$ cat src/rtl/regfile_wb_arbiter.sv
// Arbitrates the single regfile write port among pipeline, MDU and LSU results.
// Registers the granted write for one cycle and forwards it to the decode operand reads.
module regfile_wb_arbiter #(
  parameter int XLEN         = 32,
  parameter int STARVE_LIMIT = 4
) (
  input  logic            clk,
  input  logic            rst_n,
  input  logic            pipe_valid,
  input  logic [4:0]      pipe_rd,
  input  logic [XLEN-1:0] pipe_data,
  output logic            pipe_ready,
  input  logic            mdu_valid,
  input  logic [4:0]      mdu_rd,
  input  logic [XLEN-1:0] mdu_data,
  output logic            mdu_ready,
  input  logic            lsu_valid,
  input  logic [4:0]      lsu_rd,
  input  logic [XLEN-1:0] lsu_data,
  output logic            lsu_ready,
  output logic            wb_load,
  output logic [4:0]      wb_dest,
  output logic [XLEN-1:0] wb_data,
  input  logic [4:0]      rs_a,
  input  logic [4:0]      rs_b,
  input  logic [XLEN-1:0] rf_a,
  input  logic [XLEN-1:0] rf_b,
  output logic [XLEN-1:0] fwd_a,
  output logic [XLEN-1:0] fwd_b
);

  localparam logic [3:0] LIMIT = 4'(STARVE_LIMIT);

  logic            rr_q, rr_d;
  logic [3:0]      starve_q, starve_d;
  logic            wb_load_q, wb_load_d;
  logic [4:0]      wb_dest_q, wb_dest_d;
  logic [XLEN-1:0] wb_data_q, wb_data_d;

  logic            side_valid, starved, pick_mdu;
  logic            gnt_pipe, gnt_mdu, gnt_lsu;

  // The in-flight write wins over the raw regfile read; x0 always reads zero.
  function automatic logic [XLEN-1:0] fwd_sel(input logic [4:0] rs, input logic [XLEN-1:0] rf,
                                              input logic ld, input logic [4:0] dest,
                                              input logic [XLEN-1:0] data);
    if (rs == 5'd0)             return '0;
    else if (ld && dest == rs)  return data;
    else                        return rf;
  endfunction

  always_comb begin
    side_valid = mdu_valid | lsu_valid;
    starved    = side_valid && (starve_q == LIMIT);
    // Only one side producer present wins outright; otherwise the pointer decides.
    pick_mdu   = mdu_valid && (!lsu_valid || !rr_q);
    gnt_pipe   = pipe_valid && !starved;
    gnt_mdu    = !gnt_pipe && pick_mdu;
    gnt_lsu    = !gnt_pipe && lsu_valid && !pick_mdu;
  end

  assign pipe_ready = gnt_pipe;
  assign mdu_ready  = gnt_mdu;
  assign lsu_ready  = gnt_lsu;

  always_comb begin
    rr_d      = rr_q;
    starve_d  = starve_q;
    wb_load_d = 1'b0;
    wb_dest_d = wb_dest_q;
    wb_data_d = wb_data_q;

    if (gnt_mdu)      rr_d = 1'b1;
    else if (gnt_lsu) rr_d = 1'b0;

    if (gnt_mdu || gnt_lsu || !side_valid) starve_d = 4'd0;
    else if (gnt_pipe)                     starve_d = starve_q + 4'd1;

    if (gnt_pipe) begin
      wb_load_d = (pipe_rd != 5'd0);
      wb_dest_d = pipe_rd;
      wb_data_d = pipe_data;
    end else if (gnt_mdu) begin
      wb_load_d = (mdu_rd != 5'd0);
      wb_dest_d = mdu_rd;
      wb_data_d = mdu_data;
    end else if (gnt_lsu) begin
      wb_load_d = (lsu_rd != 5'd0);
      wb_dest_d = lsu_rd;
      wb_data_d = lsu_data;
    end
  end

  always_ff @(posedge clk or negedge rst_n) begin
    if (!rst_n) begin
      rr_q      <= 1'b0;
      starve_q  <= 4'd0;
      wb_load_q <= 1'b0;
      wb_dest_q <= 5'd0;
      wb_data_q <= '0;
    end else begin
      rr_q      <= rr_d;
      starve_q  <= starve_d;
      wb_load_q <= wb_load_d;
      wb_dest_q <= wb_dest_d;
      wb_data_q <= wb_data_d;
    end
  end

  assign wb_load = wb_load_q;
  assign wb_dest = wb_dest_q;
  assign wb_data = wb_data_q;
  assign fwd_a   = fwd_sel(rs_a, rf_a, wb_load_q, wb_dest_q, wb_data_q);
  assign fwd_b   = fwd_sel(rs_b, rf_b, wb_load_q, wb_dest_q, wb_data_q);

endmodule

$ cat config.mk
export PLATFORM = sky130hd
export DESIGN_NAME = regfile_wb_arbiter
export DESIGN_NICKNAME = d
export VERILOG_FILES = /design/src/rtl/regfile_wb_arbiter.sv
export SDC_FILE = /design/constraint.sdc
export NUM_CORES = 1
export LEC_CHECK = 0
export ABC_AREA = 1
export ABC_CLOCK_PERIOD_IN_PS = 1940
export CAP_MARGIN = 15
export CORE_AREA = 2 2 114 116
export CTS_BUF_LIST = sky130_fd_sc_hd__clkbuf_2
export DETAILED_ROUTE_END_ITERATION = 10
export DIE_AREA = 0 0 116 118
export PLACE_DENSITY = 0.87
export SETUP_SLACK_MARGIN = 0.1
export SLEW_MARGIN = 0
export SYNTH_ARGS = -nofsm -noshare
export SYNTH_HDL_FRONTEND = slang
export SYNTH_SLANG_ARGS = --single-unit
$ cat constraint.sdc
create_clock -name clk -period 1.94 [get_ports clk]
set_input_delay 0.291 -clock clk [delete_from_list [all_inputs] [get_ports clk]]
set_output_delay 0.291 -clock clk [all_outputs]
set_load 0.005 [all_outputs]
==> flow_summary.ini, run 1 <==
[pwr]
switching_share_pct = 36.2
powerDensity_mw_per_mm2 = 441
power.share.combinational_pct = 52.7
internal-power_w = 0.00253
p_leak_nw = 4.81
power.net_switching_w = 0.00143
vdd_ir_drop_max_v = 0.000353
clkPwrFrac_pct = 16.8
power.share.sequential_pct = 30.6

[critical_path]
worst_setup_path_class = reg -> out
critical-path-max-stage-delay_ns = 0.51
reg2regPathDepth = 14
worst_path_cell_trace = nand2_1 > o21ai_2 > nor2_2 > nand3_4 > clkbuf_16 > buf_8 > buf_6 > buf_6 > nor2_4 > nor2_1 > buf_2
rr_endpoint = wb_data[2]$_DFFE_PN0P_
crit_path_start = wb_dest[2]$_DFFE_PN0P_
crit-reg2reg-launch = starve_q[0]$_DFFE_PN0P_
worst_setup_path_endpoint = fwd_b[31]
timing.critical_path.arrival_ns = 2.17
worst_path_most_repeated_cell = sky130_fd_sc_hd__buf_6
worst-endpoint-required_ns = 1.65
crit_path_max_fo = 5
minimum_setup_slack_among_reg_to_reg_paths_ns = 0.04
crit_path_start_kind = flip-flop
critPathCaptureType = primary output
cp_slowest_cell = sky130_fd_sc_hd__dfrtp_2

[timing]
final-max-slew-violation-count = 0
fin_ws_ns = -0.524
min_period_over_period_pct = 127
worstMarginPinSlew_ns = 0.461
finClkSkew_ns = 0.0293
timing.hold.ws_ns = 0.350
timing_hold_violations_final = 0
rsz0062_at_grt = yes
worst_slew_margin_rel_pct = 69.3
fmax_mhz = 406
final.min_clock_period_ns = 2.46
finalSetupViolCount = 66

[run_status]
run_status = finished, violations left
violated_checks = negative setup slack

[synthesis]
post_synth.cell_area_avg_um2 = 5.20
synth-adder-area-share_pct = 0.604
synth.yosys.seq_area_share_pct = 26.0
postSynthCellCount = 796
synth.mux.area_fraction_pct = 0
postSynthNetCount = 988
synth_compound_gate_area_share_pct = 1.27
synthesized_area_fraction_occupied_by_and_or_nand_nor_cells_pct = 58.4
yosys.cell_types.count = 21
ys_seq_elements = 43
yosys.area_share.xor_xnor_pct = 0.423
synth_top_family_by_area = simple AND/OR/NAND/NOR gates
synth_area_mm2 = 0.00414
synth_warnings = 0

[layout]
drive_gt1_share_pct = 31.2
nets_finish = 1357
flow.area_growth_from_synthesis_pct = 117
fillCellCount = 945
final_cell_area_mm2 = 0.00899
antennaDiodeCount = 0

[floorplanning]
floorplan.initialDensity_pct = 33.4
pin_count = 295
die_h_um = 118
core_area_mm2 = 0.0124
die_w_um = 116
row_count = 41
die_area_mm2 = 0.0137

[flow_run]
cap_violations = 0

[placement]
io_buf_count = 294
gp_congestion = 1.01
place.detailed.hpwl_um = 14200
detailedPlace.worstSlack_ns = -0.581
dpl-instance-area_mm2 = 0.00759

[route]
detail_route.wl_per_cell_um = 17.5
firstDrtPassIters = 6
routed_via_density = 5.00
drt_wl_total_um = 23300
via_count = 6687
detailedRoute.firstIterationViolations = 601
drtAntennaViolNets = 0
remaining_drcs = 0

[global_route]
grt_busiest_layer = met2
first_pass_grt_wire_length_um = 27500
use_met1_pct = 31.7
groute.layer.met3.usage_pct = 4.79
first_global_vias = 5480
total_routing_resource_utilization_after_global_routing_pct = 25.2
initial_antenna_violation_count = 0
grt_overflow = 0
grt_start_max_net_pins = 58
grtUsageMet2_pct = 43.5

[clocking]
tritoncts.num_buffers = 5
cts.root.buffer_cell = sky130_fd_sc_hd__clkbuf_2
tritoncts = yes
cts.sinks = 43
ctsLongestPathBuffers = 2
worst_setup_hold_path_clk_slew_ns = 0.25
clk-insertion-delay-late_ns = 0.40
clock_tree.htree_level_count = 2

[min_path]
hp-class = in -> async
[cells in the final DEF (no fill, tap or decap), types with 2 or more instances in the layout]
| cell type | n |
|---|---|
| sky130_fd_sc_hd__clkdlybuf4s50_1 | 224 |
| sky130_fd_sc_hd__nor2_1 | 212 |
| sky130_fd_sc_hd__nand2_1 | 202 |
| sky130_fd_sc_hd__inv_1 | 77 |
| sky130_fd_sc_hd__buf_2 | 56 |
| sky130_fd_sc_hd__nand2_2 | 52 |
| sky130_fd_sc_hd__buf_4 | 47 |
| sky130_fd_sc_hd__nand3_1 | 46 |
| sky130_fd_sc_hd__nor2_2 | 35 |
| sky130_fd_sc_hd__buf_6 | 31 |
| sky130_fd_sc_hd__nand3_2 | 29 |
| sky130_fd_sc_hd__dfrtp_1 | 25 |
| sky130_fd_sc_hd__dfrtp_2 | 18 |
| sky130_fd_sc_hd__clkbuf_16 | 15 |
| sky130_fd_sc_hd__clkbuf_2 | 14 |
| sky130_fd_sc_hd__buf_12 | 14 |
| sky130_fd_sc_hd__nand2_4 | 12 |
| sky130_fd_sc_hd__nor2_4 | 11 |
| sky130_fd_sc_hd__buf_8 | 7 |
| sky130_fd_sc_hd__inv_2 | 6 |
| sky130_fd_sc_hd__nand3_4 | 6 |
| sky130_fd_sc_hd__dlymetal6s2s_1 | 4 |
| sky130_fd_sc_hd__o21ai_2 | 3 |
| sky130_fd_sc_hd__nor3_1 | 3 |
| sky130_fd_sc_hd__a21oi_4 | 2 |
| sky130_fd_sc_hd__o21ai_1 | 2 |
| sky130_fd_sc_hd__o21ai_0 | 2 |
| sky130_fd_sc_hd__bufinv_16 | 2 |
[layer usage]
metal / share of wire (%) / wire length [µm]
met2: 50 / 11800
met1: 38 / 8800
met4: 3.9 / 901
met5: 0 / 0
met3: 8.0 / 1880
[final cells by class]
type	count	area [µm²]	area share, %
Clock buffer	6	30.0	0.334
Clock inverter	2	60.1	0.668
Inverter	83	312	3.46
Multi-Input combinational cell	624	3160	35.2
Sequential cell	43	1100	12.2
Tap cell	172	215	2.39
Timing Repair Buffer	408	4110	45.7
[power by group through the flow]
stage                     combinational, W  sequential, W  clock, W
after CTS                          0.00171        0.00118  0.000675
after global placement             0.00168        0.00119         0
final                              0.00209        0.00121  0.000664
after floorplan                   0.000598        0.00113         0
after detailed placement           0.00171        0.00119         0
after global routing               0.00224        0.00122  0.000710
[worst min-delay path by stage]
stage / from / endpoint / slack [ns]
floorplan: rst_n / rr_q$_DFFE_PN0P_ / -0.005
global placement: rst_n / wb_data[22]$_DFFE_PN0P_ / 0.26
detailed placement: rst_n / wb_data[22]$_DFFE_PN0P_ / 0.27
CTS: rst_n / wb_data[22]$_DFFE_PN0P_ / 0.34
global route: rst_n / wb_data[26]$_DFFE_PN0P_ / 0.32
finish: rst_n / wb_data[22]$_DFFE_PN0P_ / 0.35
[cells by family after synthesis]
family                   Yosys count
AND/OR/NAND/NOR                  611
AO/OA/AOI/OAI                      9
flip-flops                        43
buffers and inverters            129
adder cells (fa/ha/maj)            2
XOR/XNOR                           2
[flip-flops by register name, indices dropped and copies added, names as in the netlist]
signal / cells
wb_data: 32
wb_dest: 5
starve_q: 4
rr_q: 1
wb_load: 1
[metrics by stage]
step	utilization [%]	std cells	total power, W	setup TNS (ns)
final	72.4	1338	0.00396	-25.64
after global routing	72.4	1338	0.00417	-33.16
after CTS	62.9	1287	0.00356	-25.78
after detailed placement	61.1	1268	0.00291	-32.77
after global placement	61.1	1268	0.00287	-30.33
after floorplan	-	796	0.00173	0
[worst max-delay path: cells and delay by family, from the launching register on]
family / cells / cell delay, ns
AOI/OAI and AO/OA: 1 / 0.07
buffers and inverters: 5 / 0.68
DFF: 1 / 0.51
and+or+nand+nor: 5 / 0.53
[repair_timing]
item,4_1_cts,5_1_grt
buffers inserted,10,31
resized for setup,147,343
hold buffers,1,0
cloned,1,21
endpoints found under the setup margin,80,114
pin swaps,5,82
endpoints found under the hold margin,18,0
[cells in the mapped netlist, drive strengths merged]
library cell	instances	share of area, %
xnor2	1	0.21
xor2	1	0.21
nand2	267	24
nand3	81	10
a21oi	2	0.42
clkbuf	16	1.5
inv	83	7.5
nor3	4	0.48
dfrtp	43	26
o21ai	7	0.85
nor2	258	23
ha	2	0.60
nand4	1	0.15
buf	30	4.4
Note: power is estimated with default switching activity, not from simulation.
==> run 2: changes to the inputs <==
Settings changed: PLACE_DENSITY 0.87 to 0.78.
==> flow_summary.ini, run 2 (synthesis results as in run 1) <==
[min_path]
hp-class = in -> async

[placement]
place.detailed.hpwl_um = 13900
io_buf_count = 294
gp_congestion = 0.961
detailedPlace.worstSlack_ns = -0.525
dpl-instance-area_mm2 = 0.00750

[global_route]
total_routing_resource_utilization_after_global_routing_pct = 25.1
grt_start_max_net_pins = 50
first_pass_grt_wire_length_um = 27000
grt_overflow = 0
initial_antenna_violation_count = 2
first_global_vias = 5271

[floorplanning]
pin_count = 295
floorplan.initialDensity_pct = 33.4
row_count = 41
core_area_mm2 = 0.0124
die_h_um = 118
die_w_um = 116
die_area_mm2 = 0.0137

[route]
drt_wl_total_um = 21400
detail_route.wl_per_cell_um = 16.1
routed_via_density = 4.76
firstDrtPassIters = 5
remaining_drcs = 0
drtAntennaViolNets = 0
detailedRoute.firstIterationViolations = 425
via_count = 6329

[timing]
worstMarginPinSlew_ns = 0.299
fmax_mhz = 415
timing_hold_violations_final = 0
finalSetupViolCount = 66
worst_slew_margin_rel_pct = 80.1
final-max-slew-violation-count = 0
fin_ws_ns = -0.467
rsz0062_at_grt = yes
finClkSkew_ns = 0.0309
final.min_clock_period_ns = 2.41
min_period_over_period_pct = 124

[clocking]
clk-insertion-delay-late_ns = 0.41
tritoncts.num_buffers = 5
clock_tree.htree_level_count = 2
ctsLongestPathBuffers = 2
cts.sinks = 43
worst_setup_hold_path_clk_slew_ns = 0.21
cts.root.buffer_cell = sky130_fd_sc_hd__clkbuf_2
tritoncts = yes

[critical_path]
cp_slowest_cell = sky130_fd_sc_hd__dfrtp_1
worst-endpoint-required_ns = 1.65
minimum_setup_slack_among_reg_to_reg_paths_ns = 0.03
crit-reg2reg-launch = starve_q[0]$_DFFE_PN0P_
rr_endpoint = wb_data[16]$_DFFE_PN0P_
critical-path-max-stage-delay_ns = 0.48
reg2regPathDepth = 14
crit_path_start_kind = flip-flop
timing.critical_path.arrival_ns = 2.12
critical_path.n_buffers_inverters = 4
critPathCaptureType = primary output
worst_path_most_repeated_cell = sky130_fd_sc_hd__nand2_1
worst_setup_path_class = reg -> out
crit_path_max_fo = 6
worst_path_cell_trace = nand2_1 > o21ai_1 > nor2_1 > nand3_4 > buf_4 > buf_4 > buf_6 > nand2_1 > nand2_1 > nor2_1 > dlymetal6s2s_1
timing.critical_path.max_delay_family = simple AND/OR/NAND/NOR gates

[pwr]
p_leak_nw = 4.86
design_power_total_w = 0.00384
powerDensity_mw_per_mm2 = 433
vdd_ir_drop_max_v = 0.000321

[layout]
fillCellCount = 1045
largest_reg_flops = 32
final_cell_area_mm2 = 0.00885
mostFrequentLayoutCell = sky130_fd_sc_hd__nand2_1
drive_gt1_share_pct = 27.2
layout_common_cells = 230 x sky130_fd_sc_hd__nand2_1, 223 x sky130_fd_sc_hd__clkdlybuf4s50_1, 221 x sky130_fd_sc_hd__nor2_1
nets_finish = 1346
flow.area_growth_from_synthesis_pct = 114

[run_status]
violated_checks = negative setup slack
run_status = finished, violations left

[flow_run]
cap_violations = 0
-- run 2: changes by cell type in the layout (fill, tap and decap cells not counted), moves of 3 or more --
cell	delta
sky130_fd_sc_hd__nand2_1	+28
sky130_fd_sc_hd__nand3_2	+22
sky130_fd_sc_hd__nand3_1	-21
sky130_fd_sc_hd__nand2_2	-18
sky130_fd_sc_hd__dlymetal6s2s_1	+12
sky130_fd_sc_hd__buf_2	-11
sky130_fd_sc_hd__dfrtp_1	+10
sky130_fd_sc_hd__dfrtp_2	-10
sky130_fd_sc_hd__nand2_4	-9
sky130_fd_sc_hd__nor2_1	+9
sky130_fd_sc_hd__nor2_4	-7
sky130_fd_sc_hd__buf_4	-5
sky130_fd_sc_hd__buf_6	-4
sky130_fd_sc_hd__o21ai_1	+3
-- run 2: cell type report --
| cell class | count | area, µm² | area share (%) |
|---|---|---|---|
| repair buffers | 397 | 4080 | 46.1 |
| diodes | 2 | 5.00 | 0.0565 |
| multi-input cells | 624 | 3070 | 34.7 |
| clock inverters | 2 | 60.1 | 0.678 |
| well taps | 172 | 215 | 2.43 |
| clock buffers | 6 | 30.0 | 0.339 |
| inverters | 83 | 312 | 3.52 |
| flip-flops and latches | 43 | 1090 | 12.3 |
-- run 2: stage by stage --
| step | utilization (%) | hold WS (ns) | TNS, ns | cells |
|---|---|---|---|---|
| 2_1_floorplan | - | -0.00459 | 0 | 796 |
| 3_3_place_gp | 60.4 | 0.148 | -34.46 | 1258 |
| 3_5_place_dp | 60.4 | 0.147 | -35.54 | 1258 |
| 4_1_cts | 61.7 | 0.220 | -25.33 | 1280 |
| 5_1_grt | 71.3 | 0.227 | -31.91 | 1329 |
| 6_report | 71.3 | 0.240 | -22.50 | 1329 |
-- run 2: power breakdown --
group	switching [W]	internal [W]	leakage, nW
sequential	0.000185	0.00101	0.506
clock	0.000296	0.000353	0.0532
combinational	0.000860	0.00113	4.30
total	0.00134	0.00249	4.86
-- run 2: timing repair --
action                                 CTS  global route
setup endpoints to repair               67           108
endpoints found under the hold margin   43             0
pin swaps                                4            70
gates cloned                             1            23
gates resized for setup                128           277
hold buffers                             1             0
buffers inserted                        13            27
-- run 2: per-layer routing --
layer / wire length (µm) / track usage, % / part of all wire (%)
met5: 0 / 0 / 0
met4: 653 / 7.81 / 3.0
met3: 1470 / 4.02 / 6.9
met2: 10900 / 43.6 / 51
met1: 8410 / 31.4 / 39
-- run 2: worst max path at each step --
| stage | slack, ns | cells past startpoint | to | start |
|---|---|---|---|---|
| global route | -0.58 | 11 | fwd_b[9] | wb_dest[0]$_DFFE_PN0P_ |
| floorplan | 0.44 | 8 | fwd_a[11] | wb_dest[4]$_DFFE_PN0P_ |
| finish | -0.47 | 11 | fwd_b[14] | wb_dest[2]$_DFFE_PN0P_ |
| global placement | -0.49 | 11 | fwd_a[30] | rs_a[2] |
| detailed placement | -0.52 | 10 | fwd_b[7] | rs_b[2] |
| CTS | -0.60 | 9 | fwd_a[30] | wb_dest[0]$_DFFE_PN0P_ |
-- run 2: worst reg2reg max path, cell delays in order (launching register included) --
cell                        delay (ns)
sky130_fd_sc_hd__dfrtp_1          0.43
sky130_fd_sc_hd__inv_1            0.06
sky130_fd_sc_hd__ha_2             0.17
sky130_fd_sc_hd__nand2_2          0.07
sky130_fd_sc_hd__nor2_4           0.14
sky130_fd_sc_hd__nand2_2          0.08
sky130_fd_sc_hd__nand2_2          0.10
sky130_fd_sc_hd__buf_6            0.11
sky130_fd_sc_hd__buf_12           0.12
sky130_fd_sc_hd__buf_8            0.12
sky130_fd_sc_hd__clkbuf_16        0.15
sky130_fd_sc_hd__nand3_2          0.06
sky130_fd_sc_hd__nand2_1          0.07
sky130_fd_sc_hd__nor2_1           0.04
sky130_fd_sc_hd__nor2_1           0.13
